<file path="config.mk">
export PLATFORM = sky130hd
export DESIGN_NAME = stopwatch_controller
export DESIGN_NICKNAME = d
export VERILOG_FILES = /design/src/rtl/stopwatch_controller_pkg.sv /design/src/rtl/stopwatch_controller_edge_detect.sv /design/src/rtl/stopwatch_controller.sv
export SDC_FILE = /design/constraint.sdc
export NUM_CORES = 1
export LEC_CHECK = 0
export CORE_ASPECT_RATIO = 0.9
export CORE_MARGIN = 10
export CORE_UTILIZATION = 42
export DETAILED_ROUTE_END_ITERATION = 8
export MAX_ROUTING_LAYER = met4
export PLACE_DENSITY = 0.73
export SLEW_MARGIN = 20
export SYNTH_ARGS = -nofsm -noshare
export SYNTH_HDL_FRONTEND = slang
export SYNTH_SLANG_ARGS = --single-unit
</file>
<file path="constraint.sdc">
create_clock -name clk_i -period 1.8 [get_ports clk_i]
set_input_delay 0.45 -clock clk_i [delete_from_list [all_inputs] [get_ports clk_i]]
set_output_delay 0.45 -clock clk_i [all_outputs]
set_load 0.02 [all_outputs]
</file>
<file path="src/rtl/stopwatch_controller_pkg.sv">
// Shared definitions for the stopwatch controller: FSM encoding and count limits.
// Latency: n/a (types and constants only).
// Backpressure: n/a.
package stopwatch_controller_pkg;

  // Encoding is visible on state_o, so the values are fixed.
  typedef enum logic [1:0] {
    ST_IDLE  = 2'd0,
    ST_RUN   = 2'd1,
    ST_SPLIT = 2'd2,
    ST_PAUSE = 2'd3
  } sw_state_e;

  localparam logic [15:0] MAX_CNT_DEFAULT = 16'h9999;

  // RUN and SPLIT both let the counter advance; only the display source differs.
  function automatic logic is_counting(input sw_state_e s);
    return (s == ST_RUN) || (s == ST_SPLIT);
  endfunction

endpackage

</file>
<file path="src/rtl/stopwatch_controller_edge_detect.sv">
// Rising-edge detector: one pulse per low-to-high transition of a debounced level.
// Latency: pulse is combinational in the cycle the input is first seen high.
// Backpressure: none; holding the input high produces no further pulses.
//
// Ports:
//   clk_i   - system clock, rising edge
//   rst_i   - synchronous active-low reset (history cleared to 0)
//   d_i     - debounced button level
//   pulse_o - high for the single cycle where d_i is high and its history is low
module edge_detect (
  input  logic clk_i,
  input  logic rst_i,
  input  logic d_i,
  output logic pulse_o
);

  logic hist_q;
  logic hist_d;

  always_comb begin
    hist_d = d_i;
  end

  always_ff @(posedge clk_i) begin
    if (!rst_i) begin
      hist_q <= 1'b0;
    end else begin
      hist_q <= hist_d;
    end
  end

  assign pulse_o = d_i & ~hist_q;

endmodule

</file>
<file path="src/rtl/stopwatch_controller.sv">
// Stopwatch sequencer: buttons -> counter enable/clear strobes, lap capture, display select, blink.
// Latency: cnt_en_o/cnt_clr_o/state_o change 1 cycle after the tick or button edge; disp_o is combinational.
// Backpressure: none; ticks that coincide with start/clr edges or arrive at saturation are dropped.
//
// Ports:
//   clk_i      - system clock, rising edge
//   rst_i      - synchronous active-low reset
//   tick_i     - single-cycle count strobe from the clock divider
//   start_i    - debounced start/pause button level
//   lap_i      - debounced lap button level
//   clr_i      - debounced clear button level
//   cnt_i      - BCD count fed back from the counter
//   cnt_en_o   - counter enable, one pulse per accepted tick
//   cnt_clr_o  - counter synchronous clear pulse
//   disp_o     - digits to the display (live count or lap register)
//   blank_o    - display blank request while paused
//   ovf_o      - sticky saturation flag
//   state_o    - current FSM state
module stopwatch_controller
  import stopwatch_controller_pkg::*;
#(
  parameter int                  DIGITS      = 4,
  parameter logic [4*DIGITS-1:0] MAX_CNT     = (4*DIGITS)'(MAX_CNT_DEFAULT),
  parameter int                  BLINK_TICKS = 1
) (
  input  logic                clk_i,
  input  logic                rst_i,
  input  logic                tick_i,
  input  logic                start_i,
  input  logic                lap_i,
  input  logic                clr_i,
  input  logic [4*DIGITS-1:0] cnt_i,
  output logic                cnt_en_o,
  output logic                cnt_clr_o,
  output logic [4*DIGITS-1:0] disp_o,
  output logic                blank_o,
  output logic                ovf_o,
  output logic [1:0]          state_o
);

  localparam int              BW         = (BLINK_TICKS > 1) ? $clog2(BLINK_TICKS) : 1;
  localparam logic [BW-1:0]   BLINK_LAST = BW'(BLINK_TICKS - 1);

  logic start_evt;
  logic lap_evt;
  logic clr_evt;

  edge_detect u_start_ed (.clk_i(clk_i), .rst_i(rst_i), .d_i(start_i), .pulse_o(start_evt));
  edge_detect u_lap_ed   (.clk_i(clk_i), .rst_i(rst_i), .d_i(lap_i),   .pulse_o(lap_evt));
  edge_detect u_clr_ed   (.clk_i(clk_i), .rst_i(rst_i), .d_i(clr_i),   .pulse_o(clr_evt));

  sw_state_e           state_q,     state_d;
  logic [4*DIGITS-1:0] lap_q,       lap_d;
  logic                keep_lap_q,  keep_lap_d;   // PAUSE was entered from SPLIT
  logic                ovf_q,       ovf_d;
  logic                blank_q,     blank_d;
  logic [BW-1:0]       blink_cnt_q, blink_cnt_d;
  logic                cnt_en_q,    cnt_en_d;
  logic                cnt_clr_q,   cnt_clr_d;

  logic counting;
  logic at_max;

  always_comb begin
    state_d     = state_q;
    lap_d       = lap_q;
    keep_lap_d  = keep_lap_q;
    ovf_d       = ovf_q;
    blank_d     = blank_q;
    blink_cnt_d = blink_cnt_q;
    cnt_en_d    = 1'b0;
    cnt_clr_d   = 1'b0;

    counting = is_counting(state_q);
    at_max   = (cnt_i == MAX_CNT);

    if (clr_evt) begin
      state_d    = ST_IDLE;
      cnt_clr_d  = 1'b1;
      lap_d      = '0;
      ovf_d      = 1'b0;
      keep_lap_d = 1'b0;
    end else if (start_evt) begin
      // Start/pause toggle; the coincident tick is intentionally not counted.
      case (state_q)
        ST_IDLE:  state_d = ST_RUN;
        ST_RUN: begin
          state_d    = ST_PAUSE;
          keep_lap_d = 1'b0;
        end
        ST_SPLIT: begin
          state_d    = ST_PAUSE;
          keep_lap_d = 1'b1;
        end
        default:  state_d = ST_RUN;
      endcase
    end else if (counting && tick_i && at_max) begin
      // Saturation: freeze instead of wrapping, keep whichever digits were shown.
      ovf_d      = 1'b1;
      state_d    = ST_PAUSE;
      keep_lap_d = (state_q == ST_SPLIT);
    end else begin
      cnt_en_d = counting && tick_i;
      if (lap_evt) begin
        case (state_q)
          ST_RUN: begin
            lap_d   = cnt_i;
            state_d = ST_SPLIT;
          end
          ST_SPLIT: state_d = ST_RUN;
          ST_PAUSE: begin
            // Lap while paused doubles as a reset of the whole stopwatch.
            state_d    = ST_IDLE;
            cnt_clr_d  = 1'b1;
            lap_d      = '0;
            ovf_d      = 1'b0;
            keep_lap_d = 1'b0;
          end
          default: ;
        endcase
      end else if ((state_q == ST_PAUSE) && tick_i) begin
        if (blink_cnt_q == BLINK_LAST) begin
          blank_d     = ~blank_q;
          blink_cnt_d = '0;
        end else begin
          blink_cnt_d = blink_cnt_q + 1'b1;
        end
      end
    end

    // Blink state only lives inside PAUSE; any exit restarts it unblanked.
    if (state_d != ST_PAUSE) begin
      blank_d     = 1'b0;
      blink_cnt_d = '0;
    end
  end

  always_ff @(posedge clk_i) begin
    if (!rst_i) begin
      state_q     <= ST_IDLE;
      lap_q       <= '0;
      keep_lap_q  <= 1'b0;
      ovf_q       <= 1'b0;
      blank_q     <= 1'b0;
      blink_cnt_q <= '0;
      cnt_en_q    <= 1'b0;
      cnt_clr_q   <= 1'b1;
    end else begin
      state_q     <= state_d;
      lap_q       <= lap_d;
      keep_lap_q  <= keep_lap_d;
      ovf_q       <= ovf_d;
      blank_q     <= blank_d;
      blink_cnt_q <= blink_cnt_d;
      cnt_en_q    <= cnt_en_d;
      cnt_clr_q   <= cnt_clr_d;
    end
  end

  assign cnt_en_o  = cnt_en_q;
  assign cnt_clr_o = cnt_clr_q;
  assign blank_o   = blank_q;
  assign ovf_o     = ovf_q;
  assign state_o   = state_q;
  assign disp_o    = ((state_q == ST_SPLIT) || ((state_q == ST_PAUSE) && keep_lap_q)) ? lap_q : cnt_i;

endmodule

</file>
; ---- After elaboration in Yosys (flattened, before gate mapping)
; Index checks and enable logic that the tools add are counted.
[classes]
add_sub_neg = 1
reduce_logical = 20
n_eq_ne = 6
mux = 19
bitwise_logic = 13
[op_table]
columns = operator, count
row1 = 16-bit one-hot mux with 2 select lines, 1
row2 = 16-bit == test (second input constant), 1
row3 = 16-bit 2-to-1 mux, 1
row4 = 1-bit 2-to-1 mux, 10
row5 = 2-bit 2-to-1 mux, 5
row6 = 1-bit NOT, 10
row7 = 2-bit one-hot mux with 3 select lines, 1
row8 = 3-bit AND reduction, 2
row9 = 6-bit AND reduction, 1
row10 = 2-bit nonzero test, 3
row11 = 3-bit nonzero test, 2
row12 = 2-bit OR reduction, 3
row13 = 5-bit AND reduction, 1
row14 = 2-bit == test (second input constant), 2
row15 = 1-bit logical AND, 4
row16 = 4-bit AND reduction, 1
row17 = 4-bit OR reduction, 1
row18 = 1-bit AND, 3
row19 = 3-bit by 1-bit inequality test with 1-bit output (second input constant), 1
row20 = 2-bit by 1-bit == test with 1-bit output (second input constant), 1
row21 = 1-bit logical OR, 2
row22 = 2-bit inequality test (second input constant), 1
row23 = 1-bit one-hot mux with 2 select lines, 1
row24 = 1-bit adder (second input constant), 1
[word_totals]
elab_cells = 70
inputBits = 22
ff_bits = 27
out_inout_bits = 22

; ---- Depth between registers and ports, before layout
; Gate-level depths: netlist of run 1.
[depth]
ltp_word = 9
ltp_mapped = 7
depth_no_buf = 6

; ---- Modules after synthesis
; From an unflattened synthesis of run 1, not the netlist that was laid out.
[hier_totals]
cells_unflattened = 151
area_unflattened_um2 = 1508.9
[modules_own_cells]
columns = mod, area_per_inst_um2, cells_per_inst, seq_area_each_um2, instances
row1 = stopwatch_controller, 1388.8, 142, 460.4, 1
row2 = edge_detect, 40.0, 3, 20.0, 3

; ---- Worst setup path before layout of run 1
; No wires, ideal clock.
[synth_path]
kind = reg2out
start = register state_q[0] (netlist: state_o[0])
end = output disp_o[10]
arrival_ps = 1753
required_ps = 1350
setup_slack_ps = -403
stages_incl_launch_ff = 6
n_path_buf = 1
path_cell_list = dfxtp_1 > inv_1 > ha_1 > a21oi_2 > buf_2 > mux2_2
[synth_via]
elab_chain_len = 4
elab_cells_between_ends = 5
classes_between = 2 x eq/ne / 1 x mux / 2 x reduce/logical
[synth_rtl]
columns = element, line_no
row1 = from (decl), stopwatch_controller.sv:52  ; sw_state_e state_q, state_d;
row2 = from (signal assigned), stopwatch_controller.sv:149  ; state_q <= state_d;
row3 = 2-bit == test, stopwatch_controller.sv:165  ; assign disp_o = ((state_q == ST_SPLIT) || ((state_q == ST_PAUSE) && keep_lap_q)) ? lap_q : cnt_i;
row4 = 1-bit logical AND, stopwatch_controller.sv:165
row5 = 1-bit logical OR *, stopwatch_controller.sv:165
row6 = 16-bit 2-to-1 mux *, stopwatch_controller.sv:165
row7 = to (decl), stopwatch_controller.sv:35  ; output logic [4*DIGITS-1:0] disp_o,
; Every way passes the cells marked *; elsewhere a longest branch is shown, timed or not.

; ---- Worst setup path in the final report of run 1
[layout_path]
start = register state_q[0] (netlist: state_o[0])
end = output disp_o[15]
; Same word-level chain as after synthesis.

==> results of run 1 <==
## synth_stat cells (2+ instances only)
master | number | share of area
a21oi_1 | 4 | 0.013
a31oi_1 | 2 | 0.0082
and2_1 | 3 | 0.012
and4bb_1 | 2 | 0.016
buf_2 | 3 | 0.0099
clkbuf_1 | 4 | 0.0099
dfxtp_1 | 26 | 0.34
ha_1 | 3 | 0.025
inv_1 | 4 | 0.0099
mux2_2 | 16 | 0.12
mux2i_1 | 16 | 0.11
nand2_1 | 22 | 0.054
nand2b_1 | 2 | 0.0082
nand3_1 | 3 | 0.0099
nand3b_1 | 16 | 0.079
nor2_1 | 2 | 0.0049
nor2b_1 | 3 | 0.012
nor4_1 | 2 | 0.0082
o21ai_0 | 4 | 0.013
or4_1 | 2 | 0.0099
## power by group through the flow
| stage | combinational (mW) | clock [mW] | sequential (mW) |
|---|---|---|---|
| CTS | 0.420 | 0.489 | 0.596 |
| global route | 0.447 | 0.511 | 0.597 |
| floorplan | 0.178 | 0 | 0.613 |
| global placement | 0.382 | 0 | 0.607 |
| detailed placement | 0.387 | 0 | 0.608 |
| finish | 0.419 | 0.481 | 0.596 |
## metal layers
metal	global-route usage	up-vias	wire (microns)
met5	-	-	0
met4	0.0284	0	56
met3	0.0348	6	278
met2	0.215	49	2130
met1	0.153	718	1990
li1	-	736	-
## metrics by stage
stage	hold WS, ps	setup WS [ps]	power [mW]
after floorplan	432	4.43	0.791
after global placement	443	-394	0.988
after detailed placement	454	-424	0.994
after CTS	469	-386	1.50
after global routing	490	-362	1.56
final	462	-311	1.50
## final timing paths
check | depth (start not counted) | endpoint | start | slack (ps)
worst min-delay path | 2 | lap_q[3] | lap_q[3] | 460
worst min register to register | 2 | lap_q[3] | lap_q[3] | 460
worst max register to register | 8 | lap_q[1] | state_o[0] | 50
worst max-delay path | 6 | disp_o[15] | state_o[0] | -310
## worst register-to-register path, delay by kind of cell, from the launching register on
family	cells	cell delay, ps
compound gates	1	130
flops	1	390
simple gates	2	420
mux	1	190
buf+inv	3	330
fa+ha+maj	1	210
## repair_timing
item,4_1_cts,5_1_grt
setup buffers,3,0
setup endpoints to repair,19,34
pin swaps,2,6
resized for setup,104,28
gates cloned,1,1
## layout make-up
class	instances	area share
flip-flops and latches	26	0.202
repair buffers	87	0.336
multi-input cells	119	0.407
clock inverters	1	0.0115
inverters	4	0.00672
well taps	44	0.0211
clock buffers	3	0.0158
## logic make-up (layout without fill, tap and decap cells)
group                    count (synthesis)  after routing
adder cells (fa/ha/maj)                  3              3
multiplexers                            32             32
AND/OR/NAND/NOR                         65             65
AO/OA/AOI/OAI                           19             19
flip-flops                              26             26
buffers and inverters                   13             95
==> summary.md, run 1 <==
| Metric | Value |
|---|---|
| Worst-path clk slew | `~90 ps` |
| Clock Latency Late Sink | `270 ps` |
| Failing checks | `setup timing` |
| Sw Ratio | `0.249` |
| Layout cells sized above 1 | `0.413` |
| FP Rows | `20` |
| Top reg by flops | `lap_q` |
| DP HPWL | `3.22 mm` |
| Crit. End Element | `primary output` |
| Hold Fails Final Rpt | `0` |
| Synth Area in Compound Gates | `0.0872` |
| Synth Warn # | `0` |
| Skew final | `~3.7 ps` |
| GP Congestion | `roughly 0.9` |
| Largest family of logic cells by synthesized area | `simple AND/OR/NAND/NOR gates` |
| Sequential power share | `0.398` |
| Crit path arrival time | `1660 ps` |
| Post-Synth Simple-Gate Area | `0.275` |
| Setup TNS | `-4740 ps` |
| # IOs | `44` |
| GRT overflow | `0` |
| Die width | `83.4 microns` |
| Crit-path max cell delay | `390 ps` |
| Chip height | `77.1 microns` |
| Final-report setup violation count | `16` |
| # DRC | `0` |
| Final Cell Area | `2610 sq um` |
| Worst setup margin | `-311 ps` |
| Max-slew violations | `0` |
| Crit-path leading delay family | `flip-flops` |
| Syn-to-layout area delta | `71.4%` |
| Root Buffer | `clkbuf_8` |
| Buf/Inv on CP | `3` |
| Avg Synthesized Cell Area | `9.63 sq um` |
| DRT Pass-1 Iters | `4` |
| Syn nets | `183` |
| Most frequent cells in the layout | `buf_4, dfxtp_1, nand2_1` |
| Synth Area in XOR/XNOR | `0` |
| Vias in the first global route | `between 1500 and 2000` |
| Leak Pwr | `about 1.2 nW` |
| Final Util | `0.761` |
| Required time of the critical path | `around 1400 ps` |
| Peak supply drop | `just over 0.6 mV` |
| Nets | `266` |
| CORE AREA | `3430 sq um` |
| Yosys reg bits | `26` |
| Max capacitance violation total | `0` |
| Synth Area in Adders | `0.0247` |
| Post-Route WL | `4.45 mm` |
| Initial Utilization | `0.444` |
| Post-Place Cells | `276` |
| Htree depth | `1` |
| Placed cell areas | `approximately 2300 sq um` |
| Seq/Total Area, Yosys | `0.342` |
| Normalized max-slew margin | `0.752` |
| Clock Power Share | `0.322` |
| Inserted Clock Buffers | `3` |
| RSZ-0062 raised after global routing | `yes` |
| Mux share of post-synthesis cell area | `0.224` |
| Combinational Power Share | `0.280` |
| Crit-path cells | `inv_4 -> ha_4 -> a21oi_4 -> buf_12 -> mux2_4 -> buf_6` |
| Die ar. | `between 6000 and 7000 sq um` |
| Fill cells | `240` |
| Status | `finished with violations` |
| Non-Filler Instances | `~280` |
| Minimum clock period after layout | `2110 ps` |
| GR Util All Layers | `0.129` |
| Final period util | `1.17` |
| Hold buffers post-CTS | `0` |
| Sequential cell area | `526 sq um` |
| Initial DRC Count | `50` |
| Area of the multi-input gates | `1060 sq um` |
| Post-synth EDFFs | `0` |
| WS Path Type | `reg -> out` |
| Initial antenna violation count | `0` |
| Psw | `0.373 mW` |
| Commonest non-fill, non-tap cell in the layout | `buf_4` |
| Routed wire per std cell | `roughly 16 microns` |
| Worst setup SP type | `register` |
| Largest register FFs | `16` |
| Worst Path Max Fanout | `8` |
| Cells after Synth | `158` |
| Port Buf Inserts | `43` |
| Fmax | `0.474 GHz` |
| Largest net degree at the start of global routing | `25` |
| First-pass GRT wire length | `7.09 mm` |
| P per Cell Area | `574 nW/um^2` |
| Post-route ant nets | `0` |
| Number of library cell types mapped by synthesis | `39` |
| CP max stage cell | `dfxtp_4` |
| Post-synth ARST share | `0` |
| Worst-Margin Slew | `between 300 and 400 ps` |
| CTS tree | `built` |
| Via count | `1509` |
| Post-Syn Area | `1520 sq um` |
| Routed vias/inst | `5.31` |
| Clock sink total | `26` |
| Main synth FF type | `dfxtp_1` |
| Clk buf depth | `2` |
| Internal Power | `~1.1 mW` |
| Ant diodes | `0` |
| HP Class | `reg -> reg` |
Note: power is estimated with default switching activity, not from simulation.
==> run 2, diff against run 1 <==
- CORE_UTILIZATION: 42 -> 23
- PLACE_DENSITY: 0.73 -> 0.44
==> run 2 against run 1 <==
Count of clock-buffer cells in the layout is the same; first-iteration DRC count grew 2.0%; critical endpoint is now disp_o[3]; combinational power is essentially flat; wire length grew 1.0%; non-clock buffer count shrank 1; global-route usage shrank 3.8 points; cell count grew 16%; the flow still finishes with violations (setup timing); sequential power is essentially flat; critical path type unchanged; critical path depth is the same; die area grew 60%; sequential share of layout area shrank 0.28 points; core utilization shrank 35 points.
==> summary.md, run 2 (synthesis results as in run 1) <==
| Metric | Value |
|---|---|
| DP HPWL | `3.45 mm` |
| Layout cells sized above 1 | `0.418` |
| Crit path arrival time | `1660 ps` |
| Inserted Clock Buffers | `3` |
| Post-Route WL | `4.50 mm` |
| R2R Path End | `blank_o` |
| Htree depth | `1` |
| FF-to-FF Start | `state_o[0]` |
| Crit-path max cell delay | `390 ps` |
| Crit-path cells | `inv_4 -> ha_4 -> a21oi_4 -> buf_6 -> mux2_4 -> buf_6` |
| Required time of the critical path | `approximately 1400 ps` |
| Crit path from | `state_o[0]` |
| Clk buf depth | `2` |
| Crit path to | `disp_o[3]` |
| Buf/Inv on CP | `3` |
| Max-slew violations | `0` |
| Port Buf Inserts | `43` |
| GR Util All Layers | `0.0916` |
| GRT overflow | `0` |
| Largest register FFs | `16` |
| Routed vias/inst | `4.34` |
| CTS tree | `built` |
| Minimum clock period after layout | `2110 ps` |
| HP Class | `reg -> reg` |
| Final period util | `1.17` |
| GP Congestion | `0.825` |
| Worst setup SP type | `register` |
| Final Util | `0.406` |
| Most frequent cells in the layout | `buf_4, dfxtp_1, buf_6` |
| Vias in the first global route | `1486` |
| # DRC | `0` |
| Chip height | `97.2 microns` |
| P per Cell Area | `~570 nW/um^2` |
| Final-report setup violation count | `16` |
| Fmax | `about 0.47 GHz` |
| Pre-CTS WS | `-399 ps` |
| Routed wire per std cell | `approximately 14 microns` |
| Clock Latency Late Sink | `280 ps` |
| Area of the multi-input gates | `between 1000 and 1500 sq um` |
| Hold Fails Final Rpt | `0` |
| CP dominant cell by count | `buf_6` |
| Max capacitance violation total | `0` |
| Initial Utilization | `0.233` |
| CORE AREA | `6520 sq um` |
| Worst-Margin Slew | `around 400 ps` |
| Initial DRC Count | `51` |
| Initial antenna violation count | `0` |
| Clock sink total | `26` |
| Status | `finished with violations` |
| Worst setup margin | `-312 ps` |
| Commonest non-fill, non-tap cell in the layout | `buf_4` |
| Sequential power share | `0.393` |
| RSZ-0062 raised after global routing | `yes` |
| Top reg by flops | `lap_q` |
| # IOs | `44` |
| Die width | `106 microns` |
| Nets | `about 270` |
| Failing checks | `setup timing` |
| Largest net degree at the start of global routing | `25` |
| DRT Pass-1 Iters | `4` |
| Root Buffer | `clkbuf_8` |
| Peak supply drop | `0.306 mV` |
| Combinational Power Share | `0.278` |
| Worst Path Max Fanout | `5` |
| FP Rows | `28` |
| Skew final | `10.5 ps` |
| Syn-to-layout area delta | `73.8%` |
| Die ar. | `10300 sq um` |
| Reg2Reg Setup Slack | `80 ps` |
| Ant diodes | `0` |
| Sequential cell area | `526 sq um` |
| First-pass GRT wire length | `between 7 and 8 mm` |
| Crit-path leading delay family | `flip-flops` |
| CP max stage cell | `dfxtp_4` |
| Normalized max-slew margin | `0.728` |
| Internal Power | `1.13 mW` |
| Via count | `approximately 1400` |
| Fill cells | `670` |
| Crit. End Element | `primary output` |
| Worst-path clk slew | `100 ps` |
| Clock Power Share | `0.328` |
| Post-route ant nets | `0` |
| R2R cell count | `6` |
| Stages on the worst setup path | `6` |
| Psw | `0.387 mW` |
| Leak Pwr | `1.15 nW` |
| Sw Ratio | `0.256` |
| WS Path Type | `reg -> out` |
## run 2: cell count changes in the layout (fill, tap and decap cells not counted), moves of 5 or more
| cell | previous run | this run |
|---|---|---|
| dlymetal6s2s_1 | 16 | 9 |
| buf_4 | 39 | 34 |
| buf_6 | 17 | 22 |
| clkdlybuf4s50_1 | 9 | 16 |
## run 2: cell type report
type | count | area share
Clock buffer | 3 | 0.0156
Timing Repair Buffer | 86 | 0.321
Clock inverter | 1 | 0.0114
Tap cell | 90 | 0.0426
Inverter | 4 | 0.00663
Sequential cell | 26 | 0.199
Multi-Input combinational cell | 119 | 0.404
## run 2: metrics by stage
step                      hold WS [ps]  setup TNS [ps]  area [sq um]  power [mW]  cells
final                              461           -4810          2640        1.51    329
after detailed placement           450          -12400          2410        1.01    322
after CTS                          469           -6050          2630        1.56    331
after floorplan                    432               0          1600       0.791    158
after global placement             444          -12130          2410        1.01    322
after global routing               486           -6380          2640        1.60    329
## run 2: power by group through the flow
stage / sequential (mW) / clock, mW / combinational, mW
2_1_floorplan: 0.613 / 0 / 0.178
3_3_place_gp: 0.608 / 0 / 0.400
3_5_place_dp: 0.608 / 0 / 0.399
4_1_cts: 0.596 / 0.523 / 0.439
5_1_grt: 0.598 / 0.546 / 0.453
6_report: 0.596 / 0.497 / 0.422
## run 2: layer usage
| layer | share of wire | vias up | GRT usage |
|---|---|---|---|
| li1 | - | 729 | - |
| met1 | 0.50 | 664 | 0.121 |
| met2 | 0.45 | 32 | 0.133 |
| met3 | 0.039 | 4 | 0.0239 |
| met4 | 0.014 | 0 | 0.0281 |
| met5 | 0 | - | - |
## run 2: how the worst min path moves through the flow
stage | cells past startpoint | to | startpoint
global placement | 2 | lap_q[10] | lap_q[10]
detailed placement | 2 | lap_q[14] | lap_q[14]
global route | 2 | lap_q[8] | lap_q[8]
CTS | 2 | lap_q[8] | lap_q[8]
finish | 2 | lap_q[11] | lap_q[11]
floorplan | 2 | lap_q[0] | lap_q[0]
## run 2: timing repair
action,CTS,global route
endpoints found under the setup margin,21,38
buffers inserted,4,1
resized for setup,115,20
gates cloned,1,0
hold buffers,0,0
pin swaps,5,9
## run 2: worst reg2reg max path: cells and delay by family (launching register included)
kind	cells	cell delay, ps
AO/OA/AOI/OAI	2	300
adder cells (fa/ha/maj)	1	210
buffers and inverters	1	40
flip-flops	1	390
AND/OR/NAND/NOR	2	660
